`src/rtl/gen_chk_multi.sv`:
```
// Multi-channel pattern generator / checker pairs.
// Each channel sources a seeded sequence and scores a returned stream.
module gen_chk_multi #(
  parameter int DATA_WIDTH = 32,
  parameter int NUM_CH     = 2,
  parameter int DELAY_GEN  = 2,
  parameter int DELAY_CHK  = 2,
  parameter int CNT_WIDTH  = 16
) (
  input  logic                         clk,
  input  logic                         rst,
  input  logic                         enable,
  input  logic                         mode,
  output logic [NUM_CH-1:0]            gen_down_valid,
  output logic [NUM_CH*DATA_WIDTH-1:0] gen_down_data,
  input  logic [NUM_CH-1:0]            gen_down_ready,
  input  logic [NUM_CH-1:0]            chk_up_valid,
  input  logic [NUM_CH*DATA_WIDTH-1:0] chk_up_data,
  output logic [NUM_CH-1:0]            chk_up_ready,
  output logic [NUM_CH-1:0]            err_flag,
  output logic [NUM_CH*CNT_WIDTH-1:0]  err_cnt,
  output logic [NUM_CH*CNT_WIDTH-1:0]  ok_cnt
);

  typedef enum logic [1:0] {
    IDLE,
    SEND,
    GAP
  } gen_state_t;

  localparam int GW = (DELAY_GEN > 0) ? $clog2(DELAY_GEN + 1) : 1;
  localparam int CW = (DELAY_CHK > 0) ? $clog2(DELAY_CHK + 1) : 1;
  localparam logic [CNT_WIDTH-1:0] CNT_MAX = '1;

  function automatic logic [DATA_WIDTH-1:0] next_word(
    input logic [DATA_WIDTH-1:0] v,
    input logic                  m
  );
    if (m)
      next_word = {v[DATA_WIDTH-2:0],
                   v[DATA_WIDTH-1] ^ v[DATA_WIDTH-2]};
    else
      next_word = v + DATA_WIDTH'(1);
  endfunction

  // Keeps ready low until the first edge after reset release.
  logic live;

  always_ff @(posedge clk or negedge rst) begin
    if (!rst) live <= 1'b0;
    else      live <= 1'b1;
  end

  for (genvar c = 0; c < NUM_CH; c++) begin : g_ch
    localparam logic [DATA_WIDTH-1:0] SEED = DATA_WIDTH'(c + 1);

    gen_state_t            state_q, state_d;
    logic [GW-1:0]         gap_q, gap_d;
    logic [DATA_WIDTH-1:0] word_q, word_d;

    always_ff @(posedge clk or negedge rst) begin
      if (!rst) begin
        state_q <= IDLE;
        gap_q   <= '0;
        word_q  <= SEED;
      end else begin
        state_q <= state_d;
        gap_q   <= gap_d;
        word_q  <= word_d;
      end
    end

    always_comb begin
      state_d = state_q;
      gap_d   = gap_q;
      word_d  = word_q;
      unique case (state_q)
        IDLE: if (enable) state_d = SEND;
        SEND: begin
          if (gen_down_ready[c]) begin
            word_d = next_word(word_q, mode);
            if (DELAY_GEN != 0) begin
              state_d = GAP;
              gap_d   = GW'(DELAY_GEN);
            end else begin
              state_d = enable ? SEND : IDLE;
            end
          end
        end
        GAP: begin
          gap_d = gap_q - 1'b1;
          if (gap_q == GW'(1)) state_d = enable ? SEND : IDLE;
        end
        default: state_d = IDLE;
      endcase
    end

    assign gen_down_valid[c] = (state_q == SEND);
    assign gen_down_data[c*DATA_WIDTH +: DATA_WIDTH] = word_q;

    logic [CW-1:0]         hold_q;
    logic [DATA_WIDTH-1:0] exp_q;
    logic [CNT_WIDTH-1:0]  ok_q, err_q;
    logic                  flag_q;
    logic                  rdy, chs, match;

    assign rdy   = live & enable & (hold_q == '0);
    assign chs   = rdy & chk_up_valid[c];
    assign match = chk_up_data[c*DATA_WIDTH +: DATA_WIDTH] == exp_q;

    always_ff @(posedge clk or negedge rst) begin
      if (!rst) begin
        hold_q <= '0;
        exp_q  <= SEED;
        ok_q   <= '0;
        err_q  <= '0;
        flag_q <= 1'b0;
      end else if (chs) begin
        hold_q <= CW'(DELAY_CHK);
        exp_q  <= next_word(exp_q, mode);
        if (match) begin
          if (ok_q != CNT_MAX) ok_q <= ok_q + 1'b1;
        end else begin
          flag_q <= 1'b1;
          if (err_q != CNT_MAX) err_q <= err_q + 1'b1;
        end
      end else if (hold_q != '0) begin
        hold_q <= hold_q - 1'b1;
      end
    end

    assign chk_up_ready[c] = rdy;
    assign err_flag[c]     = flag_q;
    assign err_cnt[c*CNT_WIDTH +: CNT_WIDTH] = err_q;
    assign ok_cnt[c*CNT_WIDTH +: CNT_WIDTH]  = ok_q;
  end

endmodule

```
`config.mk`:
```
export PLATFORM = sky130hd
export DESIGN_NAME = gen_chk_multi
export DESIGN_NICKNAME = d
export VERILOG_FILES = /design/src/rtl/gen_chk_multi.sv
export SDC_FILE = /design/constraint.sdc
export NUM_CORES = 1
export LEC_CHECK = 0
export ABC_AREA = 1
export BUFFER_PORTS_ARGS = -buffer_cell sky130_fd_sc_hd__buf_2
export CAP_MARGIN = 20
export CORE_UTILIZATION = 61
export CTS_BUF_LIST = sky130_fd_sc_hd__clkbuf_8
export CTS_CLUSTER_DIAMETER = 150
export DETAILED_ROUTE_END_ITERATION = 10
export GPL_ROUTABILITY_DRIVEN = 0
export HOLD_SLACK_MARGIN = 0.1
export PLACE_DENSITY = 0.84
export SYNTH_ARGS = -nofsm -noshare
export SYNTH_HDL_FRONTEND = slang
export SYNTH_SLANG_ARGS = --single-unit
```
`constraint.sdc`:
```
create_clock -name clk -period 2.7 [get_ports clk]
set_clock_uncertainty 0.15 [all_clocks]
set_input_delay 0.27 -clock clk [delete_from_list [all_inputs] [get_ports clk]]
set_output_delay 0.27 -clock clk [all_outputs]
set_load 0.01 [all_outputs]
```
==> impl_metrics.tcl, run 1 <==
set metrics [dict create \
    cts_tree "built" \
    die-area_mm2 0.0267 \
    hp-class "in -> async" \
    drive_gt1_share_pct 12.6 \
    yosysUniqueCellTypes 49 \
    synth_seq_area_share_pct 32.6 \
    wl_per_cell_um 14.7 \
    synth_cells 2545 \
    postCtsSetupBuffers 0 \
    synthTopCellsByArea "dfrtp_1, nand2_1, inv_1" \
    cts_root_buffer "clkbuf_8" \
    reg2regPathDepth 8 \
    start_util_pct 62.6 \
    gr-max-usage-layer "met2" \
    worstSetupEndpointType "flop" \
    portBuffers 205 \
    finalHoldViolCount 0 \
    cts_max_level 2 \
    required_ps 2950 \
    path_class "reg -> reg" \
    synth_common_cells "nand2_1, inv_1, nor2_1" \
    postRouteAntennaNets 0 \
    critPathLaunchType "flop" \
    status "completed" \
    rows 58 \
    post-synth-top-count-cell "nand2_1" \
    grt_pass1_vias 15700 \
    r2r-end "g_ch[1].exp_q[12]$_DFFE_PN0P_" \
    synth_top_area_share_pct 32.0 \
    synth_fp_nets 2629 \
    clkSinkCount 207 \
    synth-simple-area-share_pct 39.9 \
    numCtsBuffers 40 \
    syn-cell-area_mm2 0.0159 \
    syn_avg_cell_area_um2 6.24 \
    cts_buffer_depth 3 \
    yosysWarningCount 0 \
    yosys_register_bits 207 \
    grtUsageMet2_pct 54.7 \
    synth_top_family_by_area "simple AND/OR/NAND/NOR gates" \
    synthXorXnorAreaFrac_pct 5.24 \
    synth_fa_ha_area_share_pct 0.945 \
    area.growth.synth_to_final_pct 13.2 \
    fin_hold_ws_ps 131 \
    ir_drop_mv 0.718 \
    dpl.hpwl_mm 33.3 \
    nets 2829 \
    die_w_um 163 \
    fin_crit_ps 2280 \
    dp_cells 3027 \
    multi_input_area_mm2 0.00895 \
    stdcell_count 3106 \
    r2r_slack_ps 420 \
    seqCellArea_mm2 0.00518 \
    grtUsageMet1_pct 45.6 \
    grt_max_degree 71 \
    first_iter_violations 1841 \
    first_pass_iters 8 \
    pwr_density_cell_mw_per_mm2 820 \
    holdBufCountCts 6 \
    antenna_found_initial 2 \
    synth-compound-area-share_pct 10.2 \
    drc 0 \
    period_share_pct 84.5 \
    use_met3_pct 5.64 \
    ios 206 \
    crit_arrival_ps 2530 \
    leakagePower_nw 9.50 \
    die_h_um 163 \
    synth_top_area_cell "dfrtp_1" \
    cts_resized 0 \
    drv_cap 0 \
    stdcell_area_mm2 0.0180 \
    grt-ovfl-total 0 \
    slew_headroom_pct 54.8 \
    rsz0062_at_grt "false" \
    core_mm2 0.0254 \
    synth_edf_count 0 \
    synth_mux_area_share_pct 0 \
    timing.rr.start "g_ch[1].exp_q[1]$_DFFE_PN1P_" \
    placed_area_mm2 0.0172 \
    tightest_slew_ps 675 \
    finalSetupTns_ps 0 \
    ys.flop_type "dfrtp_1" \
    crit_fanout 5 \
    num_vias 17400 \
    slew_violations 0 \
    grt_pass1_wl_mm 74.8 \
    setup_viol 0 \
    synthArstFlopShare_pct 100 \
    vias_per_cell 5.61 \
    clk_latency_ps 540 \
    drt_wl_total_mm 45.6 \
    gr-usage-all-layers_pct 34.2 \
    clk_pin_slew_ps 60 \
    max_freq_ghz 0.438 \
    fillers 2252 \
]
==> per-layer routing <==
| metal | up-vias | share of wire, % |
|---|---|---|
| met4 | 0 | 3.6 |
| met1 | 7978 | 41 |
| met3 | 132 | 9.2 |
| met5 | - | 0 |
| li1 | 8485 | - |
| met2 | 845 | 46 |
==> kinds of logic after synthesis <==
| logic type | count (synthesis) |
|---|---|
| AOI/OAI and AO/OA | 299 |
| xor gates and xnor gates | 95 |
| adders and majority gates | 12 |
| buffers and inverters | 438 |
| DFF | 207 |
| other | 1 |
| and+or+nand+nor | 1493 |
==> state kept, by name, summed over array words and instances, names as in the netlist <==
name and cells:
g_ch.flag_q 2, g_ch.gap_q 4, g_ch.ok_q 32, g_ch.hold_q 4, g_ch.state_q 4, g_ch.exp_q 64
g_ch.err_q 32, live 1, g_ch.word_q 64
==> report_power, final <==
group | switching [mW] | internal, mW | leakage [nW] | total (mW)
Clock | 1.40 | 1.69 | 0.464 | 3.09
Combinational | 3.87 | 2.06 | 6.40 | 5.93
Sequential | 1.57 | 4.16 | 2.64 | 5.73
==> cell usage in the layout (no fill, tap or decap), drive strengths merged, types with 2 or more instances in the layout <==
cell / instances
a21oi: 108
a221oi: 3
a22oi: 16
a31oi: 4
buf: 228
bufinv: 2
clkbuf: 44
clkinv: 12
dfrtp: 203
dfstp: 4
diode: 2
dlygate4sd3: 6
ha: 12
inv: 374
nand2: 899
nand3: 172
nand3b: 4
nand4: 92
nor2: 256
nor3: 67
o211ai: 10
o21ai: 142
o21bai: 3
o221ai: 4
o22ai: 5
xnor2: 23
xor2: 72
==> worst max path at each step <==
stage,start,to,slack (ps),cells after the start
6_report,g_ch[1].exp_q[1]$_DFFE_PN1P_,g_ch[1].exp_q[12]$_DFFE_PN0P_,420,8
5_1_grt,g_ch[0].err_q[0]$_DFFE_PN0P_,g_ch[0].err_q[4]$_DFFE_PN0P_,170,7
4_1_cts,g_ch[0].err_q[0]$_DFFE_PN0P_,g_ch[0].err_q[9]$_DFFE_PN0P_,460,7
3_5_place_dp,g_ch[1].exp_q[1]$_DFFE_PN1P_,g_ch[1].exp_q[12]$_DFFE_PN0P_,470,8
3_3_place_gp,g_ch[0].err_q[0]$_DFFE_PN0P_,g_ch[0].err_q[1]$_DFFE_PN0P_,580,7
2_1_floorplan,g_ch[1].word_q[1]$_DFFE_PN1P_,g_ch[1].word_q[16]$_DFFE_PN0P_,780,12
==> per-stage QoR <==
| stage | utilization (%) | power (mW) | worst slack, ps |
|---|---|---|---|
| 2_1_floorplan | - | 9.52 | 779 |
| 3_3_place_gp | 67.6 | 11.3 | 585 |
| 3_5_place_dp | 67.6 | 11.5 | 471 |
| 4_1_cts | 70.8 | 14.7 | 457 |
| 5_1_grt | 70.8 | 15.9 | 169 |
| 6_report | 70.8 | 14.8 | 419 |
==> worst max-delay path, stage by stage, from the launching register on <==
cell and delay [ps]:
dfstp_2 560, ha_1 180, nand2_1 90, nor2_2 190, inv_1 80, nor2_1 470
xor2_1 120, o21ai_0 190, o21ai_0 110
==> cell type report <==
type,count,area share (%)
multi-input combinational,1900,49.8
sequential,207,28.8
inverter,362,7.55
timing repair buffer,234,7.27
clock buffer,44,3.37
tap,330,2.29
clock inverter,27,0.918
antenna,2,0.0278
No activity file was read; power rests on OpenSTA's default activity.
==> run 2: changes to the inputs <==
CORE_UTILIZATION = 55   (was 61)
PLACE_DENSITY = 0.79   (was 0.84)
clock period = 2 ns   (was 2.7 ns; I/O delays follow)
==> run 2 against run 1 <==
Against the previous run:
- the run now ends with negative setup slack left
- critical path depth increased by 2
- die area rose by 11%
- critical path type unchanged
- largest cell class unchanged
- non-clock buffer count increased by 124
- critical endpoint is now g_ch[1].exp_q[24]$_DFFE_PN0P_
- sequential share of layout area decreased by 2.7 points
- clock power increased by 46%
- final cell count is 6.0% higher
- design area grew 11%
- power grew 48%
- sequential cell count unchanged
- global-route usage decreased by 2.1 points
==> impl_metrics.tcl, run 2 (synthesis gave the netlist of run 1 again) <==
set metrics [dict create \
    final_cell_mix "nand2_1, inv_1, nor2_1" \
    power_frac_comb_pct 43.6 \
    crit_fanout 4 \
    leakagePower_nw 10.3 \
    required_ps 2260 \
    reg2regPathDepth 10 \
    dp_cells 3168 \
    stdcell_area_mm2 0.0199 \
    ir_drop_mv 0.926 \
    critPathMaxStageDelay_ps 600 \
    placed_area_mm2 0.0180 \
    top_regs "g_ch.exp_q (64), g_ch.word_q (64)" \
    switchingPower_mw 9.99 \
    area.growth.synth_to_final_pct 25.4 \
    cts_tree "built" \
    clk_pin_slew_ps 60 \
    pwr_density_cell_mw_per_mm2 1090 \
    cts_max_level 2 \
    crit_arrival_ps 2370 \
    num_vias 18400 \
    seq_power_share_pct 35.7 \
    start_util_pct 56.6 \
    fin_hold_ws_ps 119 \
    path_class "reg -> reg" \
    pwr-share-clk_pct 20.8 \
    portBuffers 205 \
    numCtsBuffers 41 \
    finalHoldViolCount 0 \
    clk_latency_ps 550 \
    worstSetupEndpointType "flop" \
    cts_buffer_depth 3 \
    dpl.hpwl_mm 34.8 \
    vias_per_cell 5.59 \
    core_mm2 0.0281 \
    grt_max_degree 69 \
    grt_pass1_wl_mm 77.3 \
    fin_crit_ps 2110 \
    first_pass_iters 8 \
    wl_per_cell_um 15.3 \
    postRouteAntennaNets 0 \
    die_h_um 172 \
    slew_headroom_pct 64.3 \
    clkSinkCount 207 \
    grt_pass1_vias 16300 \
    final_common_cell "nand2_1" \
    rsz0062_at_grt "true" \
    ios 206 \
    antenna_found_initial 4 \
    finalSetupTns_ps -109 \
    rows 61 \
    setup_ws_ps -107 \
    critPathLaunchType "flop" \
    setup_viol 2 \
    period_share_pct 105 \
    drv_cap 0 \
    status "finished, violations left" \
    switching_share_pct 45.8 \
    path_cells "ha_4 > nand2_4 > nor2_4 > nand2_4 > nor2_4 > buf_6 > nand2_1 > xor2_1 > o21ai_1 > nand2_1" \
    drt_wl_total_mm 50.3 \
    violations "negative setup slack" \
    drc 0 \
    p_int_mw 11.8 \
    drive_gt1_share_pct 21.4 \
    cts_root_buffer "clkbuf_8" \
    grt-ovfl-total 0 \
    stdcell_count 3292 \
    first_iter_violations 2041 \
    slowest_stage "dfstp_2" \
    die-area_mm2 0.0296 \
    fillers 2375 \
    max_freq_ghz 0.475 \
    slew_violations 0 \
    hp-class "in -> async" \
    gr-usage-all-layers_pct 32.1 \
    nets 2959 \
    die_w_um 172 \
    tightest_slew_ps 532 \
]
==> run 2: cell types whose count changed in the layout (fill, tap and decap cells not counted), sizes merged, moves of 2 or more <==
cell         delta
diode           +4
clkbuf         +11
buf           +121
clkinv          +2
inv             -6
nand2           +2
dlygate4sd3     +2
==> run 2: per-layer routing <==
layer	track usage (%)	vias to the layer above	part of all wire [%]
met5	0	-	0
met4	12.5	0	3.8
met3	5.13	176	9.2
met2	52.4	974	47
met1	42.5	8475	40
li1	-	8786	-
==> run 2: area by class of cell <==
class	instances	area, um2	area share [%]
multi-input combinational	1904	9550	47.9
sequential	207	5200	26.1
timing repair buffer	358	2440	12.3
inverter	362	1370	6.89
clock buffer	54	743	3.73
tap	378	473	2.37
clock inverter	22	121	0.609
antenna	6	15.0	0.0753
timing repair inverter	1	5.00	0.0251
==> run 2: repair_timing <==
action	in CTS	in global routing
cloned	0	6
pin swaps	2	42
endpoints found under the setup margin	16	136
hold buffers	9	0
resized for setup	9	200
endpoints found under the hold margin	238	0
setup buffers	0	28
==> run 2: path summary, 6_finish.rpt <==
path / startpoint / end / slack [ps]
min in group clk: chk_up_data[51] / g_ch[1].ok_q[13]$_DFFE_PN0P_ / 260
setup / recovery: g_ch[1].exp_q[1]$_DFFE_PN1P_ / g_ch[1].exp_q[24]$_DFFE_PN0P_ / -110
setup reg to reg: g_ch[1].exp_q[1]$_DFFE_PN1P_ / g_ch[1].exp_q[24]$_DFFE_PN0P_ / -110
hold reg to reg: g_ch[1].flag_q$_DFFE_PN0P_ / g_ch[1].flag_q$_DFFE_PN0P_ / 320
hold / removal: rst / g_ch[0].word_q[0]$_DFFE_PN1P_ / 120
max in group asynchronous: rst / g_ch[0].exp_q[0]$_DFFE_PN1P_ / 1220
==> run 2: stage by stage <==
step,setup slack (ps),total power [mW],utilization (%)
2_1_floorplan,78.8,12.9,-
3_3_place_gp,24.2,15.8,64.2
3_5_place_dp,-21.6,16.1,64.2
4_1_cts,0.566,20.8,67.8
5_1_grt,-157,23.3,70.9
6_report,-107,21.8,70.9
==> run 2: critical path, delay by kind of cell, from the launching register on <==
| kind | cells | cell delay [ps] |
|---|---|---|
| flops | 1 | 600 |
| xor+xnor | 1 | 160 |
| fa+ha+maj | 1 | 170 |
| buf+inv | 1 | 120 |
| compound gates | 1 | 200 |
| simple gates | 6 | 580 |
==> run 2: power groups by stage <==
stage	Clock, mW	Sequential (mW)	Combinational [mW]
final	4.52	7.78	9.49
after global routing	4.77	7.94	10.6
after CTS	4.60	7.58	8.63
after detailed placement	0	7.62	8.50
after global placement	0	7.57	8.23
after floorplan	0	7.37	5.48
